File: config.mk
export PLATFORM = sky130hd
export DESIGN_NAME = mmu_wr_burst_drive
export DESIGN_NICKNAME = d
export VERILOG_FILES = /design/src/rtl/mmu_wr_burst_drive_pkg.sv /design/src/rtl/mmu_wr_burst_drive.sv
export SDC_FILE = /design/constraint.sdc
export NUM_CORES = 1
export LEC_CHECK = 0
export ABC_CLOCK_PERIOD_IN_PS = 5260
export CORE_ASPECT_RATIO = 1.4
export CORE_MARGIN = 10
export CORE_UTILIZATION = 51
export DETAILED_ROUTE_END_ITERATION = 10
export PLACE_DENSITY = 0.95
export SLEW_MARGIN = 20
export SYNTH_ARGS = -nofsm -noshare
export SYNTH_HDL_FRONTEND = slang
export SYNTH_SLANG_ARGS = --single-unit
File: constraint.sdc
create_clock -name i_clk -period 5.26 [get_ports i_clk]
set_clock_uncertainty 0.1 [all_clocks]
set_input_delay 0.789 -clock i_clk [delete_from_list [all_inputs] [get_ports i_clk]]
set_output_delay 0.789 -clock i_clk [all_outputs]
set_load 0.03 [all_outputs]
File: src/rtl/mmu_wr_burst_drive_pkg.sv
// Shared defines (address/data widths, state encodings) and the state type
// for the MMU write-burst driver.
`ifndef MMU_WR_BURST_DRIVE_DEFINES
`define MMU_WR_BURST_DRIVE_DEFINES
`define ADDR_WIDTH 16
`define DATA_DWIDTH 32
`define MMU_WR_ST_IDLE 2'd0
`define MMU_WR_ST_REQ  2'd1
`define MMU_WR_ST_DONE 2'd2
`endif

package mmu_wr_burst_drive_pkg;

  typedef enum logic [1:0] {
    ST_IDLE = `MMU_WR_ST_IDLE,
    ST_REQ  = `MMU_WR_ST_REQ,
    ST_DONE = `MMU_WR_ST_DONE
  } state_t;

  // Beat data carries the 1-based beat number of the beat being presented.
  function automatic logic [`DATA_DWIDTH-1:0] beat_data(input logic [`DATA_DWIDTH-1:0] idx);
    return idx + `DATA_DWIDTH'(2);
  endfunction

endpackage

File: src/rtl/mmu_wr_burst_drive.sv
// MMU write-burst driver: issues len beats of (addr, data) on a req/ready bus.
// Optional watchdog abort is built only when MMU_WR_TIMEOUT_EN is defined.
`ifndef MMU_WR_BURST_DRIVE_DEFINES
`define MMU_WR_BURST_DRIVE_DEFINES
`define ADDR_WIDTH 16
`define DATA_DWIDTH 32
`define MMU_WR_ST_IDLE 2'd0
`define MMU_WR_ST_REQ  2'd1
`define MMU_WR_ST_DONE 2'd2
`endif

module mmu_wr_burst_drive
  import mmu_wr_burst_drive_pkg::*;
#(
  parameter int TIMEOUT_CYC = 16,
  parameter int LEN_W       = 6
) (
  input  logic                    i_clk,
  input  logic                    i_rst_n,
  input  logic                    i_start,
  input  logic [`ADDR_WIDTH-1:0]  i_base_addr,
  input  logic [LEN_W-1:0]        i_burst_len,
  input  logic                    i_mmu_wr_ready,
  output logic                    o_mmu_wr_req,
  output logic [`ADDR_WIDTH-1:0]  o_mmu_wr_addr,
  output logic [`DATA_DWIDTH-1:0] o_mmu_wr_dat,
  output logic                    o_busy,
  output logic                    o_done,
  output logic                    o_timeout
);

  state_t           state;
  state_t           state_nxt;
  logic [LEN_W-1:0] beat_idx;
  logic [LEN_W-1:0] len_q;
  logic             xfer;
  logic             last_beat;
  logic             timeout_hit;

  assign xfer      = o_mmu_wr_req & i_mmu_wr_ready;
  assign last_beat = (beat_idx == (len_q - LEN_W'(1)));

`ifdef MMU_WR_TIMEOUT_EN
  localparam int WCNT_W = $clog2(TIMEOUT_CYC + 1);
  logic [WCNT_W-1:0] wait_cnt;

  // Counts REQ cycles since the last accepted beat; the cycle that would
  // make the count reach TIMEOUT_CYC is the abort cycle.
  always_ff @(posedge i_clk or negedge i_rst_n) begin
    if (!i_rst_n)
      wait_cnt <= '0;
    else if (state != ST_REQ || xfer)
      wait_cnt <= '0;
    else
      wait_cnt <= wait_cnt + WCNT_W'(1);
  end

  assign timeout_hit = (state == ST_REQ) && !xfer &&
                       (wait_cnt == WCNT_W'(TIMEOUT_CYC - 1));
`else
  assign timeout_hit = 1'b0;
`endif

  assign o_timeout = timeout_hit;
  assign o_busy    = (state != ST_IDLE);
  assign o_done    = (state == ST_DONE);

  always_ff @(posedge i_clk or negedge i_rst_n) begin
    if (!i_rst_n)
      state <= ST_IDLE;
    else
      state <= state_nxt;
  end

  always_comb begin
    state_nxt = state;
    case (state)
      ST_IDLE: begin
        if (i_start)
          state_nxt = (i_burst_len != '0) ? ST_REQ : ST_DONE;
      end
      ST_REQ: begin
        if (timeout_hit)
          state_nxt = ST_IDLE;
        else if (xfer && last_beat)
          state_nxt = ST_DONE;
      end
      ST_DONE: state_nxt = ST_IDLE;
      default: state_nxt = ST_IDLE;
    endcase
  end

  // Bus outputs are registered; they only move on launch, transfer or abort.
  always_ff @(posedge i_clk or negedge i_rst_n) begin
    if (!i_rst_n) begin
      o_mmu_wr_req  <= 1'b0;
      o_mmu_wr_addr <= '0;
      o_mmu_wr_dat  <= '0;
      beat_idx      <= '0;
      len_q         <= '0;
    end else begin
      case (state)
        ST_IDLE: begin
          if (i_start && i_burst_len != '0) begin
            o_mmu_wr_req  <= 1'b1;
            o_mmu_wr_addr <= i_base_addr;
            o_mmu_wr_dat  <= `DATA_DWIDTH'(1);
            beat_idx      <= '0;
            len_q         <= i_burst_len;
          end
        end
        ST_REQ: begin
          if (timeout_hit) begin
            o_mmu_wr_req <= 1'b0;
          end else if (xfer) begin
            if (last_beat) begin
              o_mmu_wr_req <= 1'b0;
            end else begin
              o_mmu_wr_addr <= o_mmu_wr_addr + `ADDR_WIDTH'(1);
              o_mmu_wr_dat  <= beat_data(`DATA_DWIDTH'(beat_idx));
              beat_idx      <= beat_idx + LEN_W'(1);
            end
          end
        end
        default: ;
      endcase
    end
  end

endmodule

==> impl_metrics.py, run 1 <==
metrics = {
    "run_status": {
        "status": "finished clean",
    },
    "worst_setup_path": {
        "worstSetupPathDepth": 6,
        "critPathKind": "reg2reg",
        "crit_arrival_ns": 3.54,
        "reg2reg_depth": 6,
        "worst-path-buf-inv": 1,
        "path_delay_family": "simple AND/OR/NAND/NOR gates",
        "worst-path-max-fanout": 21,
        "cp-start-kind": "register",
        "slowest_stage": "a211o_1",
        "end_kind": "register",
        "required_ns": 5.34,
        "slowest_delay_ns": 0.67,
        "cp_cell_sequence": "or4_1 -> or3_1 -> nand4_1 -> a211o_1 -> buf_4 -> mux2_4",
    },
    "min_path": {
        "holdPathStages": 1,
        "hp-class": "reg2reg",
    },
    "die": {
        "num_io_pins": 78,
        "die_x_um": 80.26,
        "start_util": 0.5313,
        "die_h_um": 104.4,
        "dieArea_mm2": 0.008375,
        "rows": 30,
        "core_mm2": 0.004880,
    },
    "power_and_ir_drop": {
        "p_int_uw": 397.1,
        "clkPwrFrac": 0.360,
        "p_leak_nw": 1.359,
        "p_switching_uw": 139.1,
        "power_uw": 536.2,
        "ir_drop_v": 0.0001497,
        "switching_share": 0.2594,
        "pwr-share-comb": 0.095,
        "pwr-share-seq": 0.545,
        "powerDensity_mw_per_mm2": 173.3,
    },
    "finish": {
        "drive_gt1_frac": 0.09145,
        "n_antenna_cell": 0,
        "final_cell_mix": "50 x clkdlybuf4s50_1, 38 x dfrtp_1, 36 x nand2_1, 26 x nor2_1, 26 x conb_1",
        "nNetsFinal": 369,
        "fin_cells": 403,
        "final_common_cell": "clkdlybuf4s50_1",
        "area_growth_pct": 19.35,
    },
    "synth": {
        "synthCells": 297,
        "ys_seq_area_frac": 0.3668,
        "syn-cell-area_mm2": 0.002592,
        "syn_avg_cell_area_um2": 8.729,
        "yosysWarnings": 0,
        "synth_cell_types": 48,
        "synth_edf_count": 0,
        "netlist_top_cells_area": "dfrtp_1 37%, buf_4 7.5%, nand2_1 5.2%",
        "synth_top_area_frac": 0.3668,
        "ys_seq_elements": 38,
        "synth_area_leader_cell": "dfrtp_1",
        "ys.flop_type": "dfrtp_1",
        "synthArstFlopShare": 1.000,
    },
    "cts": {
        "clock_path_buffers": 2,
        "insertion_delay_ns": 0.30,
        "postCtsSetupBuffers": 0,
        "clk_pin_slew_ns": 0.07,
        "cts-root-buf": "clkbuf_8",
        "numClockSinks": 38,
        "numCtsBuffers": 5,
        "cts_resized": 0,
        "cts_tree": "yes",
        "cts-htree-levels": 2,
        "cts_hold_buf": 0,
    },
    "placement": {
        "dp.final_hpwl_um": 5004,
        "io_buffers": 51,
        "gp_congestion": 0.9008,
        "dp_cells": 396,
    },
    "global_route": {
        "overflow": 0,
        "grt_max_degree": 39,
        "use_met2": 0.2698,
        "grt_pass1_vias": 2328,
        "grt_util_met1": 0.1848,
        "gr-max-usage-layer": "met2",
        "antenna_found_initial": 0,
        "grt_use_met3": 0.05017,
        "grtUsageTotal": 0.1605,
        "grt_pass1_wl_um": 11210,
    },
    "detailed_routing": {
        "detail-route-antenna-nets": 0,
        "viasPerCell": 5.844,
        "drtIter0Drc": 347,
        "routed-via-count": 2355,
        "route.detailed.drc": 0,
        "routed_wl_um": 6728,
        "drt-wirelength-per-cell_um": 16.69,
        "drt_first_pass_iters": 5,
    },
    "job": {
        "max_cap_viol_count": 0,
    },
    "sta": {
        "period_minus_slack_ns": 3.458,
        "drv_slew": 0,
        "setup_tns_ns": 0,
        "rsz0062_at_grt": "no",
        "clock.fmax_mhz": 289.2,
        "worst_slew_pin_slew_ns": 0.8569,
        "period_share": 0.6574,
        "finalSetupViolCount": 0,
        "slew_headroom": 0.4287,
        "finalHoldViolCount": 0,
    },
}
==> routing by layer <==
metal / share of wire / vias up
li1: - / 1097
met1: 0.38 / 1120
met2: 0.51 / 128
met3: 0.098 / 10
met4: 0.010 / 0
met5: 0 / -
==> path summary, 6_finish.rpt <==
path                       slack [ns]           endpoint            start
hold reg to reg                  0.39    o_mmu_wr_dat[0]  o_mmu_wr_dat[0]
max in group asynchronous        4.02   o_mmu_wr_addr[0]          i_rst_n
min in group asynchronous        0.50  o_mmu_wr_addr[10]          i_rst_n
hold / removal                   0.39    o_mmu_wr_dat[0]  o_mmu_wr_dat[0]
setup reg to reg                 1.80    o_mmu_wr_dat[1]         len_q[2]
setup / recovery                 1.80    o_mmu_wr_dat[1]         len_q[2]
==> logic make-up after synthesis <==
family / count (synthesis) / synth area share
AO/OA/AOI/OAI: 74 / 0.2119
XOR/XNOR: 10 / 0.03379
adder cells (fa/ha/maj): 4 / 0.01931
buffers and inverters: 56 / 0.1264
flip-flops: 38 / 0.3668
multiplexers: 11 / 0.05406
other: 1 / 0.001446
AND/OR/NAND/NOR: 103 / 0.1863
==> power groups by stage <==
stage          Combinational, mW  Clock (mW)  Sequential [mW]
6_report                  0.0510       0.193            0.292
5_1_grt                   0.0545       0.208            0.292
4_1_cts                   0.0503       0.195            0.292
3_5_place_dp              0.0501           0            0.298
3_3_place_gp              0.0498           0            0.298
2_1_floorplan             0.0397           0            0.298
==> stage by stage <==
stage	hold slack, ns	setup slack, ns	util	cell area [um^2]
2_1_floorplan	0.3652	3.090	-	2686
3_3_place_gp	0.3819	1.770	0.6179	3015
3_5_place_dp	0.3814	1.720	0.6179	3015
4_1_cts	0.4030	1.822	0.6341	3094
5_1_grt	0.4191	1.623	0.6341	3094
6_report	0.3932	1.802	0.6341	3094
==> registers in the layout (all words and copies together) (netlist names) <==
name	count
state	2
o_mmu_wr_req	1
beat_idx	6
o_mmu_wr_dat	7
o_mmu_wr_addr	16
len_q	6
==> cell type report <==
class | count | area, um^2
clock inverter | 2 | 10.01
sequential | 38 | 950.9
timing repair buffer | 55 | 535.5
fill | 407 | 1785
multi-input combinational | 228 | 1408
inverter | 11 | 41.29
clock buffer | 5 | 68.82
tap | 64 | 80.08
==> cells in the mapped netlist (all sizes together), types with 6 or more instances <==
cell type	instances
dfrtp	38
nand2	36
buf	33
nor2	26
o21ai	19
a22oi	15
nand3	13
clkbuf	12
inv	10
a21oi	8
xnor2	7
mux2	6
nand4	6
o211ai	6
No activity file was read; power rests on OpenSTA's default activity.
==> run 2, diff against run 1 <==
--- a/config.mk
+++ b/config.mk
@@ -5,12 +5,12 @@
 export SDC_FILE = /design/constraint.sdc
 export NUM_CORES = 1
 export LEC_CHECK = 0
-export ABC_CLOCK_PERIOD_IN_PS = 5260
+export ABC_CLOCK_PERIOD_IN_PS = 3020
 export CORE_ASPECT_RATIO = 1.4
 export CORE_MARGIN = 10
-export CORE_UTILIZATION = 51
+export CORE_UTILIZATION = 43
 export DETAILED_ROUTE_END_ITERATION = 10
-export PLACE_DENSITY = 0.95
+export PLACE_DENSITY = 0.89
 export SLEW_MARGIN = 20
 export SYNTH_ARGS = -nofsm -noshare
 export SYNTH_HDL_FRONTEND = slang
==> constraint.sdc (replaced) <==
create_clock -name i_clk -period 3.02 [get_ports i_clk]
set_clock_uncertainty 0.1 [all_clocks]
set_input_delay 0.453 -clock i_clk [delete_from_list [all_inputs] [get_ports i_clk]]
set_output_delay 0.453 -clock i_clk [all_outputs]
set_load 0.03 [all_outputs]
==> run 2 against run 1 <==
Maximum frequency up 39%. Cell count up 2.2%. Non-clock buffer count up 4. Largest cell class unchanged. Highest routed layer unchanged. Critical path type unchanged. Clock-buffer cell count up 1. First-iteration DRC count down 17%. Register-to-register slack worse by 1.3 ns.
==> impl_metrics.py, run 2 (same netlist as run 1, synthesis figures left out) <==
metrics = {
    "die": {
        "start_util": 0.4422,
        "die_x_um": 85.63,
        "num_io_pins": 78,
        "core_mm2": 0.005863,
        "die_h_um": 111.9,
        "rows": 33,
        "dieArea_mm2": 0.009579,
    },
    "sta": {
        "setup_tns_ns": 0,
        "hold_ws_ns": 0.1741,
        "period_minus_slack_ns": 2.489,
        "worst_slew_pin_slew_ns": 0.8713,
        "drv_slew": 0,
        "slew_headroom": 0.4191,
        "finalSetupViolCount": 0,
        "clock.fmax_mhz": 401.7,
        "finalHoldViolCount": 0,
        "period_share": 0.8243,
        "rsz0062_at_grt": "no",
    },
    "cts": {
        "cts_tree": "yes",
        "clock_path_buffers": 2,
        "numCtsBuffers": 5,
        "cts_resized": 0,
        "clk_pin_slew_ns": 0.07,
        "numClockSinks": 38,
        "cts_hold_buf": 0,
        "cts-htree-levels": 2,
        "postCtsSetupBuffers": 0,
        "cts-root-buf": "clkbuf_8",
        "insertion_delay_ns": 0.29,
    },
    "finish": {
        "nNetsFinal": 373,
        "reg_top3": "o_mmu_wr_addr x16, o_mmu_wr_dat x7",
        "largest_register_ffs": 16,
        "final_util": 0.5348,
        "final_common_cell": "clkdlybuf4s50_1",
        "n_antenna_cell": 0,
        "nFillCells": 561,
        "final_cell_mix": "50 x clkdlybuf4s50_1, 38 x dfrtp_1, 36 x nand2_1, 26 x nor2_1, 26 x conb_1",
        "area_growth_pct": 20.95,
        "regMostFlops": "o_mmu_wr_addr",
        "drive_gt1_frac": 0.09942,
        "fin_cells": 412,
    },
    "worst_setup_path": {
        "worst-path-buf-inv": 1,
        "slowest_delay_ns": 0.50,
        "end_kind": "register",
        "worst-path-max-fanout": 29,
        "crit_arrival_ns": 2.56,
        "cp-start-kind": "register",
        "path_delay_family": "simple AND/OR/NAND/NOR gates",
        "slowest_stage": "or4_1",
        "required_ns": 3.09,
        "critPathKind": "reg2reg",
        "cp_cell_sequence": "or4_1 -> or3_1 -> nand4_1 -> a211o_1 -> buf_4 -> mux2_4",
    },
    "global_route": {
        "grt_pass1_vias": 2416,
        "antenna_found_initial": 0,
        "grt_max_degree": 39,
        "grt_pass1_wl_um": 11830,
        "overflow": 0,
        "grtUsageTotal": 0.1468,
    },
    "power_and_ir_drop": {
        "powerDensity_mw_per_mm2": 300.9,
        "p_leak_nw": 1.378,
        "power_uw": 943.5,
        "ir_drop_v": 0.0002010,
    },
    "placement": {
        "dp.final_hpwl_um": 5111,
        "io_buffers": 51,
        "dp_cells": 406,
        "gp_congestion": 0.8482,
    },
    "detailed_routing": {
        "viasPerCell": 5.723,
        "drt-wirelength-per-cell_um": 17.09,
        "routed-via-count": 2358,
        "detail-route-antenna-nets": 0,
        "routed_wl_um": 7043,
        "drt_first_pass_iters": 5,
        "route.detailed.drc": 0,
        "drtIter0Drc": 287,
    },
    "run_status": {
        "status": "finished clean",
    },
    "min_path": {
        "hp-class": "in2async",
    },
    "job": {
        "max_cap_viol_count": 0,
    },
}
==> run 2: cell count changes in the layout (fill, tap and decap cells not counted), sizes merged <==
cell    previous run  this run
clkbuf             5         6
clkinv             3         1
buf                5         9
==> run 2: final timing paths <==
path | from | to | slack (ns) | depth (start not counted)
min reg2reg | o_mmu_wr_dat[0] | o_mmu_wr_dat[0] | 0.39 | 1
max reg2reg | len_q[2] | o_mmu_wr_dat[4] | 0.53 | 6
max | len_q[2] | o_mmu_wr_dat[4] | 0.53 | 6
min in group i_clk | o_mmu_wr_dat[0] | o_mmu_wr_dat[0] | 0.39 | 1
max in group asynchronous | i_rst_n | o_mmu_wr_dat[5] | 2.09 | 1
min | i_rst_n | o_mmu_wr_addr[10] | 0.17 | 1
==> run 2: cell type report <==
cell class	count	area, um^2	share of cell area
Multi-Input combinational cell	228	1408	0.4489
Clock buffer	6	82.58	0.02634
Tap cell	70	87.58	0.02793
Sequential cell	38	950.9	0.3033
Inverter	11	41.29	0.01317
Timing Repair Buffer	59	565.5	0.1804
==> run 2: routing by layer <==
metal / routed length (um) / vias up / track usage / share of wire
li1: - / 1101 / - / -
met1: 2727 / 1118 / 0.1631 / 0.39
met2: 3494 / 122 / 0.2450 / 0.50
met3: 631 / 17 / 0.04668 / 0.090
met4: 191 / 0 / 0.07048 / 0.027
met5: 0 / - / 0 / 0
==> run 2: stage by stage <==
step,worst slack [ns],instance area [um^2]
CTS,0.5448,3136
floorplan,0.8847,2686
global placement,0.5218,3053
detailed placement,0.5109,3053
finish,0.5306,3136
global route,0.4468,3136
==> run 2: power breakdown <==
group | switching, mW | internal, mW
logic | 0.0606 | 0.0281
clock network | 0.170 | 0.176
registers | 0 | 0.509
total | 0.231 | 0.713
==> variant 1 (config.mk and constraints of run 1) <==
Add a define of `MMU_WR_TIMEOUT_EN`.
--- a/src/rtl/mmu_wr_burst_drive.sv
+++ b/src/rtl/mmu_wr_burst_drive.sv
@@ -2,2 +2,4 @@
 // Optional watchdog abort is built only when MMU_WR_TIMEOUT_EN is defined.
+`define MMU_WR_TIMEOUT_EN
+
 `ifndef MMU_WR_BURST_DRIVE_DEFINES
Behaviour: no difference found for any inputs over 10 cycles, from zero or initial values and one cycle with i_rst_n low; that may be too few to reach the edited logic, so the function may still have changed.
==> variant 1 against run 1 <==
Sequential share of layout area up 2.3 points. Via count up 2.5%. Critical path depth down 2. Global-route usage down 0.27 points. Synthesized cell count up 1.7%. Critical path type is now in2out. Routed wire length up 5.1%. Sequential cell count up 5. Area after synthesis up 5.9%. Cell area up 5.2%. Hold slack worse by 0.031 ns. Worst setup slack better by 0.29 ns.
Power is left out: it rests on default switching activity, and per cell area and clock period it moved more than threefold.
==> variant 1: results (changes against run 1) <==
* Status: complete, no violations
* Fillers at 448 (+10%)
* FFs w/ async S/R, synth at 100% (unchanged)
* Crit path max fanout at 5 (-76%)
* CP max-delay cell: clkdlybuf4s50_1
* Initial antenna violation count at 0 (unchanged)
* Synth top area cells: dfrtp_1, buf_4, nand2_1
* Worst-skew pair later-pin latency at 0.30 ns (about the same)
* Initial DRC count at 179 (-48%)
* Biggest regs: o_mmu_wr_addr: 16 flops, o_mmu_wr_dat: 7 flops
* YS warnings at 0 (unchanged)
* WL per Instance at 17.2 µm (+3.0%)
* Clk pin slew, worst setup/hold paths at 0.08 ns
* Final #Nets at 376 (+1.9%)
* CTS Buf Count at 5 (unchanged)
* Top FF cell, synth: dfrtp_1
* Clk buf depth at 2 (unchanged)
* CTS H-Tree Depth at 2 (unchanged)
* Via count of the first global-routing pass at 2268 (-2.6%)
* Via count at 2414 (+2.5%)
* Clock Tree Root: clkbuf_8
* Max incr delay on CP at 0.69 ns (+0.02 ns)
* Post-synth cell types at 51 (+6.3%)
* Top Family by Delay on Critical Path: buffers and inverters
* Detail Placement HPWL at 5130 µm (+2.5%)
* First-pass GRT wire length at 11200 µm (-0.55%)
* Pin count of the biggest net entering global routing at 44 (+13%)
* Placer Congestion at 0.834 (-7.4%)
* Sequential area share after synthesis at 39.2% (+2.5 points)
* Worst reg2reg setup slack at 2.46 ns (+0.66 ns)
* Top cells by count, synth: dfrtp_1, nand2_1, buf_4, nor2_1, nand3_1
* Type of the tightest min-delay check: reg2reg
* Total track usage at 15.8% (-0.27 points)
* Critical path data arrival time at 2.28 ns (-1.26 ns)
* Layout cells sized above 1 at 5.80% (-3.3 points)
* CTS resizes at 0 (unchanged)
* Slew @ Worst Pin at 1.03 ns (+0.173 ns)
* First-pass DRT Iterations at 4 (-1)
* Post-CTS Setup Bufs at 0 (unchanged)
* # diodes at 0 (unchanged)
* Port Buf Inserts at 52 (+2.0%)
-- variant 1: cell count changes after synthesis, sizes merged, moves of 7 or more --
cell and change:
and3 +9, a22oi -14, a311oi +10, nor3 +8
a22o +7
-- variant 1: worst paths after layout --
| path | start | end | depth (start not counted) |
|---|---|---|---|
| max in group asynchronous | i_rst_n | o_mmu_wr_addr[10] | 1 |
| min in group asynchronous | i_rst_n | o_mmu_wr_dat[6] | 1 |
| max | i_mmu_wr_ready | o_timeout | 4 |
| min reg2reg | wait_cnt[0] | wait_cnt[0] | 1 |
| max reg2reg | len_q[0] | o_mmu_wr_addr[11] | 6 |
| min | wait_cnt[0] | wait_cnt[0] | 1 |
-- variant 1: routing by layer --
metal | track usage (%) | part of all wire, %
met5 | 0 | 0
met2 | 26.1 | 53
met3 | 3.60 | 7.7
met4 | 6.71 | 1.6
met1 | 18.9 | 38
-- variant 1: cell families after synthesis --
logic type                 Yosys count  share of synthesized area (%)
other                                1                          0.137
adders and majority gates            6                           2.73
and+or+nand+nor                    117                           22.4
muxes                                1                          0.364
buffers and inverters               51                           11.3
DFF                                 43                           39.2
AOI/OAI and AO/OA                   72                           20.4
xor gates and xnor gates            11                           3.51
-- variant 1: per-stage QoR --
stage	utilization [%]	hold slack [ns]	cell area [µm²]	setup WS, ns	std cells
6_report	62.6	0.362	3260	2.10	411
5_1_grt	62.6	0.402	3260	2.03	411
4_1_cts	62.6	0.363	3260	2.09	411
3_5_place_dp	61.0	0.354	3170	2.11	403
3_3_place_gp	61.0	0.348	3170	2.14	403
2_1_floorplan	-	0.333	2840	2.73	326
-- variant 1: area by class of cell --
class                           instances  area, µm²  share of cell area, %
Sequential cell                        43       1080                   33.1
Clock buffer                            6       72.6                   2.23
Inverter                                8       30.0                  0.922
Tap cell                               66       82.6                   2.54
Clock inverter                          2       12.5                  0.384
Multi-Input combinational cell        232       1450                   44.6
Timing Repair Buffer                   54        531                   16.3
-- variant 1: worst reg2reg max path, cell delays in order, from the launching register on --
cell and delay [ns]:
dfrtp_1 0.43, or4_4 0.54, nor3_1 0.15, and4bb_4 0.30, a21oi_1 0.80, and4_1 0.31, nor3_1 0.06
==> variant 2 (settings of run 1) <==
Without the edit above. Put a register stage on the output `o_timeout`, without a reset. The value now appears one clock later. The other outputs are not delayed to match.
--- a/src/rtl/mmu_wr_burst_drive.sv
+++ b/src/rtl/mmu_wr_burst_drive.sv
@@ -63,3 +63,5 @@
 
-  assign o_timeout = timeout_hit;
+  always_ff @(posedge i_clk) begin
+    o_timeout <= timeout_hit;
+  end
   assign o_busy    = (state != ST_IDLE);
Check against the original RTL: equivalent (Yosys induction, for registers that start in step).
==> variant 2 against run 1 <==
Sequential share of layout area rose by 2.2 points. Count of clock-buffer cells in the layout is 3 higher. Cell area decreased by 6.6%. Sequential cell count unchanged. Via count down 10%. Worst setup slack gained 0.20 ns. Area after synthesis down 9.1%. Routed wire length shrank 9.6%. Die area fell by 7.1%.
Power is left out: it rests on default switching activity, and per cell area and clock period it moved more than threefold.
==> variant 2: results (changes against run 1) <==
* Status: complete, no violations
* First-pass GRT wire length at 10100 µm (-10%)
* Critical path data arrival time at 3.37 ns (-0.17 ns)
* Placer Congestion at 0.833 (-7.5%)
* Via count at 2112 (-10%)
* First-pass DRT Iterations at 4 (-1)
* Final #Nets at 346 (-6.2%)
* Type of the tightest min-delay check: reg2reg
* Layout cells sized above 1 at 6.62% (-2.5 points)
* Max Fclk at 307 MHz (+6.1%)
* Worst reg2reg setup slack at 2.44 ns (+0.64 ns)
* Met1 GRT Util at 16.4% (-2.0 points)
* Clock sink count at 38 (unchanged)
* YS warnings at 0 (unchanged)
* Sequential area share after synthesis at 40.4% (+3.7 points)
* Worst hold slack at 0.376 ns (-0.0171 ns)
* Top cells by count, synth: dfrtp_1, nand2_1, buf_4, a21oi_1, nor2_1
* Clk pin slew, worst setup/hold paths at 0.07 ns (about the same)
* Crit path max fanout at 22 (+4.8%)
* Post-synth EDFFs at 0 (unchanged)
* Via count of the first global-routing pass at 2205 (-5.3%)
* Biggest regs: o_mmu_wr_addr: 16 flops, o_mmu_wr_dat: 7 flops
* # diodes at 0 (unchanged)
* Synth top area cells: dfrtp_1, buf_4, nand2_1
* WL per Instance at 16.0 µm (-3.9%)
* Post-synth cell types at 48 (unchanged)
* Worst-skew pair later-pin latency at 0.30 ns (about the same)
* Initial DRC count at 199 (-43%)
* Clock Tree Root: clkbuf_8
* Total track usage at 15.8% (-0.24 points)
* DP Worst Slack at 1.77 ns (+0.0521 ns)
* Detail Placement HPWL at 4390 µm (-12%)
* Met2 usage at 27.0% (+0.056 points)
* Met3 GRT Util at 6.53% (+1.5 points)
* Slew @ Worst Pin at 0.999 ns (+0.142 ns)
==> variant 2: worst max-delay path: stages <==
cell and delay, ns:
clkdlybuf4s50_1 0.45, or3b_1 0.36, a21oi_1 0.64, nand2b_1 0.26, o21a_2 0.43, nand2_2 0.17
o31ai_1 0.26
==> variant 2: final cells by class <==
| type | count | area [µm²] |
|---|---|---|
| clock buffers | 8 | 110 |
| fillers | 382 | 1610 |
| inverters | 4 | 15.0 |
| multi-input cells | 215 | 1220 |
| flip-flops and latches | 38 | 951 |
| well taps | 62 | 77.6 |
| repair buffers | 52 | 513 |
==> variant 2: kinds of logic after synthesis <==
logic type | Yosys count | synth area share [%]
other cells | 1 | 0.159
flops | 38 | 40.4
compound gates | 74 | 19.2
simple gates | 97 | 20.4
fa+ha+maj | 4 | 2.12
buf+inv | 45 | 12.1
xor+xnor | 9 | 3.35
mux | 5 | 2.34
==> variant 2: layer usage <==
layer / share of wire, % / wire (µm)
met1: 36 / 2220
met2: 53 / 3230
met3: 8.6 / 521
met4: 1.8 / 108
met5: 0 / 0
==> variant 2: worst paths after layout <==
kind,from,endpoint,depth (start not counted)
setup / recovery,i_start,beat_idx[3],7
hold / removal,o_mmu_wr_dat[4],o_mmu_wr_dat[4],2
setup reg to reg,state[0],beat_idx[3],6
hold reg to reg,o_mmu_wr_dat[4],o_mmu_wr_dat[4],2
max in group asynchronous,i_rst_n,o_mmu_wr_req,1
min in group asynchronous,i_rst_n,o_mmu_wr_dat[2],1
==> variant 2: through the flow <==
step | cell area, µm² | utilization, % | instances
floorplan | 2450 | - | 298
global placement | 2770 | 61.7 | 371
detailed placement | 2770 | 61.7 | 371
CTS | 2880 | 64.1 | 379
global route | 2890 | 64.3 | 379
finish | 2890 | 64.3 | 379
